--- config.mk ---
export PLATFORM = sky130hd
export DESIGN_NAME = brightness_distortion_gen
export DESIGN_NICKNAME = d
export VERILOG_FILES = /design/src/rtl/brightness_distortion_gen.sv
export SDC_FILE = /design/constraint.sdc
export NUM_CORES = 2
export LEC_CHECK = 0
export ABC_AREA = 1
export BUFFER_PORTS_ARGS = -buffer_cell sky130_fd_sc_hd__clkbuf_2
export CAP_MARGIN = 10
export CORE_ASPECT_RATIO = 1.4
export CORE_MARGIN = 2
export CORE_UTILIZATION = 35
export CTS_CLUSTER_SIZE = 10
export DETAILED_ROUTE_END_ITERATION = 16
export REMOVE_ABC_BUFFERS = 1
export SKIP_LAST_GASP = 1
export SYNTH_ARGS = -nofsm -noshare
export SYNTH_HDL_FRONTEND = slang
export SYNTH_SLANG_ARGS = --single-unit
--- constraint.sdc ---
create_clock -name clk -period 8.5 [get_ports clk]
set_input_delay 1.275 -clock clk [delete_from_list [all_inputs] [get_ports clk]]
set_output_delay 1.275 -clock clk [all_outputs]
set_load 0.01 [all_outputs]
--- src/rtl/brightness_distortion_gen.sv ---
// brightness_distortion_gen: Q16.16 alpha = sum(I*E) / sum(E^2) via a sequential restoring divider.
// Define BD_DIV_RADIX4_EN to retire two quotient bits per DIV cycle instead of one.
module brightness_distortion_gen #(
   parameter int FRAC_BITS = 16,
   parameter int DIV_BITS  = 42
) (
   input  logic               clk,
   input  logic               rst,
   input  logic               in_valid,
   output logic               in_ready,
   input  logic [7:0]         in_I_R,
   input  logic [7:0]         in_I_G,
   input  logic [7:0]         in_I_B,
   input  logic [15:0]        in_E_R,
   input  logic [15:0]        in_E_G,
   input  logic [15:0]        in_E_B,
   output logic [7:0]         I_R,
   output logic [7:0]         I_G,
   output logic [7:0]         I_B,
   output logic [15:0]        E_R,
   output logic [15:0]        E_G,
   output logic [15:0]        E_B,
   output logic signed [31:0] alpha,
   output logic               valid_out,
   output logic               zero_den
);
   localparam logic [1:0] S_IDLE = 2'd0, S_MAC = 2'd1, S_DIV = 2'd2, S_OUT = 2'd3;
   localparam int NW = DIV_BITS - FRAC_BITS;
   localparam int DW = 34;
   localparam int RW = DW + 1;
`ifdef BD_DIV_RADIX4_EN
   localparam int STEPS = 2;
`else
   localparam int STEPS = 1;
`endif
   localparam logic [5:0] LAST = 6'(DIV_BITS / STEPS - 1);

   logic [1:0]          state_q, state_d;
   logic [5:0]          cnt_q, cnt_d;
   logic [23:0]         hi_q, hi_d, oi_q, oi_d;
   logic [47:0]         he_q, he_d, oe_q, oe_d;
   logic [DW-1:0]       den_q, den_d, d_sum;
   logic [RW-1:0]       rem_q, rem_d, r;
   logic [DIV_BITS-1:0] dvd_q, dvd_d, dv, quo_q, quo_d, qt;
   logic [31:0]         alpha_q, alpha_d;
   logic                zd_q, zd_d, vld_q, vld_d, ge;
   logic [NW-1:0]       n_sum;

   assign n_sum = NW'(hi_q[23:16]) * NW'(he_q[47:32]) + NW'(hi_q[15:8]) * NW'(he_q[31:16])
                + NW'(hi_q[7:0]) * NW'(he_q[15:0]);
   assign d_sum = DW'(he_q[47:32]) * DW'(he_q[47:32]) + DW'(he_q[31:16]) * DW'(he_q[31:16])
                + DW'(he_q[15:0]) * DW'(he_q[15:0]);

   // Remainder stays below den before each shift, so one extra bit suffices.
   always_comb begin
      r  = rem_q;
      dv = dvd_q;
      qt = quo_q;
      ge = 1'b0;
      for (int s = 0; s < STEPS; s++) begin
         r  = {r[DW-1:0], dv[DIV_BITS-1]};
         dv = dv << 1;
         ge = r >= {1'b0, den_q};
         r  = ge ? r - {1'b0, den_q} : r;
         qt = {qt[DIV_BITS-2:0], ge};
      end
   end

   always_comb begin
      state_d = state_q;
      cnt_d   = cnt_q;
      hi_d    = hi_q;
      he_d    = he_q;
      oi_d    = oi_q;
      oe_d    = oe_q;
      den_d   = den_q;
      rem_d   = rem_q;
      dvd_d   = dvd_q;
      quo_d   = quo_q;
      alpha_d = alpha_q;
      zd_d    = zd_q;
      vld_d   = 1'b0;
      case (state_q)
         S_IDLE: if (in_valid) begin
            hi_d    = {in_I_R, in_I_G, in_I_B};
            he_d    = {in_E_R, in_E_G, in_E_B};
            state_d = S_MAC;
         end
         S_MAC: begin
            den_d   = d_sum;
            dvd_d   = DIV_BITS'(n_sum) << FRAC_BITS;
            rem_d   = '0;
            quo_d   = '0;
            cnt_d   = '0;
            state_d = (d_sum == '0) ? S_OUT : S_DIV;
         end
         S_DIV: begin
            rem_d   = r;
            dvd_d   = dv;
            quo_d   = qt;
            cnt_d   = cnt_q + 6'd1;
            state_d = (cnt_q == LAST) ? S_OUT : S_DIV;
         end
         default: begin
            alpha_d = quo_q[31:0];
            oi_d    = hi_q;
            oe_d    = he_q;
            zd_d    = den_q == '0;
            vld_d   = 1'b1;
            state_d = S_IDLE;
         end
      endcase
   end

   always_ff @(posedge clk) begin
      if (rst) begin
         state_q <= S_IDLE;
         cnt_q   <= '0;
         hi_q    <= '0;
         he_q    <= '0;
         oi_q    <= '0;
         oe_q    <= '0;
         den_q   <= '0;
         rem_q   <= '0;
         dvd_q   <= '0;
         quo_q   <= '0;
         alpha_q <= '0;
         zd_q    <= 1'b0;
         vld_q   <= 1'b0;
      end else begin
         state_q <= state_d;
         cnt_q   <= cnt_d;
         hi_q    <= hi_d;
         he_q    <= he_d;
         oi_q    <= oi_d;
         oe_q    <= oe_d;
         den_q   <= den_d;
         rem_q   <= rem_d;
         dvd_q   <= dvd_d;
         quo_q   <= quo_d;
         alpha_q <= alpha_d;
         zd_q    <= zd_d;
         vld_q   <= vld_d;
      end
   end

   assign in_ready          = (state_q == S_IDLE) && !rst;
   assign {I_R, I_G, I_B}   = oi_q;
   assign {E_R, E_G, E_B}   = oe_q;
   assign alpha             = alpha_q;
   assign zero_den          = zd_q;
   assign valid_out         = vld_q;
endmodule

==> metrics <==
clock tree root buffer cell=clkbuf_16; Setup Viol. Count Final=0; worst reg2reg startpoint=he_q[9]$_SDFFE_PP0P_; CP Capture Type=flop; Die ar.=143,000 um^2; hpwl dp=118 mm; register area share after synthesis=12.7%; vias per inst=4.76; CP max FO=17; drt first-iter violations=1,913; CTS max path bufs=3; RSZ-0062 raised after global routing=no; Synth Register Bits=312; CP arrival=8.54 ns; P&R area growth vs syn=8.91%; CTS tree=built; Synth Warn #=0; GRT Resource Usage Total=20.6%; DRT antenna net count=0; Layout fillers=14,364; grt total ovfl=0; FP Rows=162; fmax=125 MHz; total CTS buffers=43; Starting Density=35.3%; Post-synth top flop=dfxtp_1; drt pass-1 iters=5; area taken by multi-input logic gates=35,200 um^2; Mean Syn Cell Area=7.94 um^2; DRC=0; R2R setup slack=0.52 ns; Critical Path Max Stage Delay=0.87 ns; Final min period=7.98 ns; CP required=9.06 ns; CP dominant cell by count=fa_1; final wirelength=143 mm; Netlist Area Pre-Place=49,100 um^2; hold-critical path depth=2; EDFF count, synth=0; routed len/inst=17.7 um; Cell variety after synth=50; nets@finish=7,683; first-pass GRT wire length=229 mm; critical path class=reg -> reg; Die X-Extent=321 um; critical hold path startpoint=quo_q[31]$_SDFFE_PP0P_; Final Hold Vio Count=0; storage element area=6250 um^2; Max Slew Vio Count=0; Cells after Synth=6,187; Reg clk slew, reported paths=0.08 ns; worst skew pair latency=0.68 ns; Slew HR=31.5%; via count=38,433; CTS H-Tree Depth=2; placer congestion estimate=0.909; hold buffers post-CTS=0; commonest cells after routing, fill and taps aside=inv_1 (1,748), nand2_1 (1,226), fa_1 (953); Fin Clk Skew=0.0520 ns; CTS-repair resized insts=0; status=complete, no violations; worst hold path endpoint=quo_q[31]$_SDFFE_PP0P_; most common cell after layout, fill and taps aside=inv_1; # Post-CTS Setup Buffers=0; final period utilization=93.9%; worst slew pin tran=1.03 ns; CTS sink count=312; vias in the first global route=42,094; layout cells sized above 1=6.67%; Setup crit start kind=flop; max_cap viols=0; Crit Reg-Reg Endpoint=state_q[0]$_SDFFE_PP0P_; r2r worst-path depth=33; Port-buffer cells=181; async set-reset flop share out of synthesis=0%; I/O Pins=182; initial antenna violation count=5; largest net degree at the start of global routing=93; CP max-delay cell=dfxtp_1; Die H=447 um; TNS Setup=0 ns; Min-Delay Path Class=reg -> reg; core footprint=139,000 um^2
-- registers in the layout, summed over array words and instances (netlist names) --
register / count
valid_out: 1
cnt_q: 6
alpha: 32
hi_q: 24
rem_q: 34
den_q: 34
quo_q: 32
dvd_q: 26
he_q: 48
oi_q: 24
oe_q: 48
state_q: 2
zero_den: 1
-- metal layers --
| layer | GRT usage [%] | vias to the layer above | wire length (um) |
|---|---|---|---|
| met2 | 39.3 | 912 | 76600 |
| met5 | 0 | - | 0 |
| li1 | - | 18059 | - |
| met4 | 9.78 | 0 | 7530 |
| met1 | 22.7 | 19121 | 52600 |
| met3 | 2.22 | 341 | 6020 |
-- cell families after synthesis --
kind of cell               count (synthesis)  synth area share (%)
AOI/OAI and AO/OA                        651                  7.28
xor gates and xnor gates                  48                 0.856
adders and majority gates               1363                  49.3
buffers and inverters                   2033                  15.6
DFF                                      312                  12.7
other                                      2                0.0153
and+or+nand+nor                         1778                  14.2
-- metrics by stage --
step | utilization (%) | area (um^2) | hold slack, ns | worst slack (ns) | cells
finish | 38.4 | 53500 | 0.465 | 0.518 | 8080
global route | 38.4 | 53500 | 0.495 | 0.0264 | 8078
CTS | 38.4 | 53500 | 0.467 | 0.379 | 8075
detailed placement | 37.4 | 52100 | 0.457 | 0.447 | 8004
global placement | 37.4 | 52100 | 0.456 | 0.512 | 8004
floorplan | - | 48100 | 0.439 | 1.30 | 5911
-- synth_stat cells (21+ instances only) --
library cell / n / area (um^2)
inv_1: 1750 / 6570
nand2_1: 1227 / 4610
fa_1: 953 / 19100
ha_1: 410 / 5130
nor2_1: 377 / 1420
dfxtp_1: 312 / 6250
o21ai_0: 283 / 1420
a21oi_1: 259 / 1300
clkbuf_1: 240 / 901
nand3_1: 86 / 430
buf_1: 27 / 101
xor2_1: 27 / 236
nand4_1: 24 / 150
a31oi_1: 23 / 144
xnor2_1: 21 / 184
-- how the worst max path moves through the flow --
stage	start	to	slack (ns)
after CTS	he_q[0]$_SDFFE_PP0P_	state_q[0]$_SDFFE_PP0P_	0.38
after global placement	he_q[0]$_SDFFE_PP0P_	state_q[0]$_SDFFE_PP0P_	0.51
after floorplan	he_q[34]$_SDFFE_PP0P_	state_q[0]$_SDFFE_PP0P_	1.30
after global routing	he_q[9]$_SDFFE_PP0P_	state_q[0]$_SDFFE_PP0P_	0.03
final	he_q[9]$_SDFFE_PP0P_	state_q[0]$_SDFFE_PP0P_	0.52
after detailed placement	he_q[0]$_SDFFE_PP0P_	state_q[0]$_SDFFE_PP0P_	0.45
-- cell type report --
type                    count  area share, %
repair buffers            289           3.24
clock buffers              55           2.19
flip-flops and latches    312           11.7
clock inverters            16          0.475
multi-input cells        3842           65.8
diodes                      5         0.0234
well taps                1804           4.22
inverters                1757           12.3
-- worst max-delay path, delay by kind of cell, from the launching register on --
family          cells  cell delay [ns]
flops               1             0.87
compound gates      3             0.59
buf+inv             8             0.54
fa+ha+maj          10             4.87
simple gates       12             1.05
Power is not shown: default switching activity piles up to over one toggle a cycle in this logic, so the estimate is an artifact.
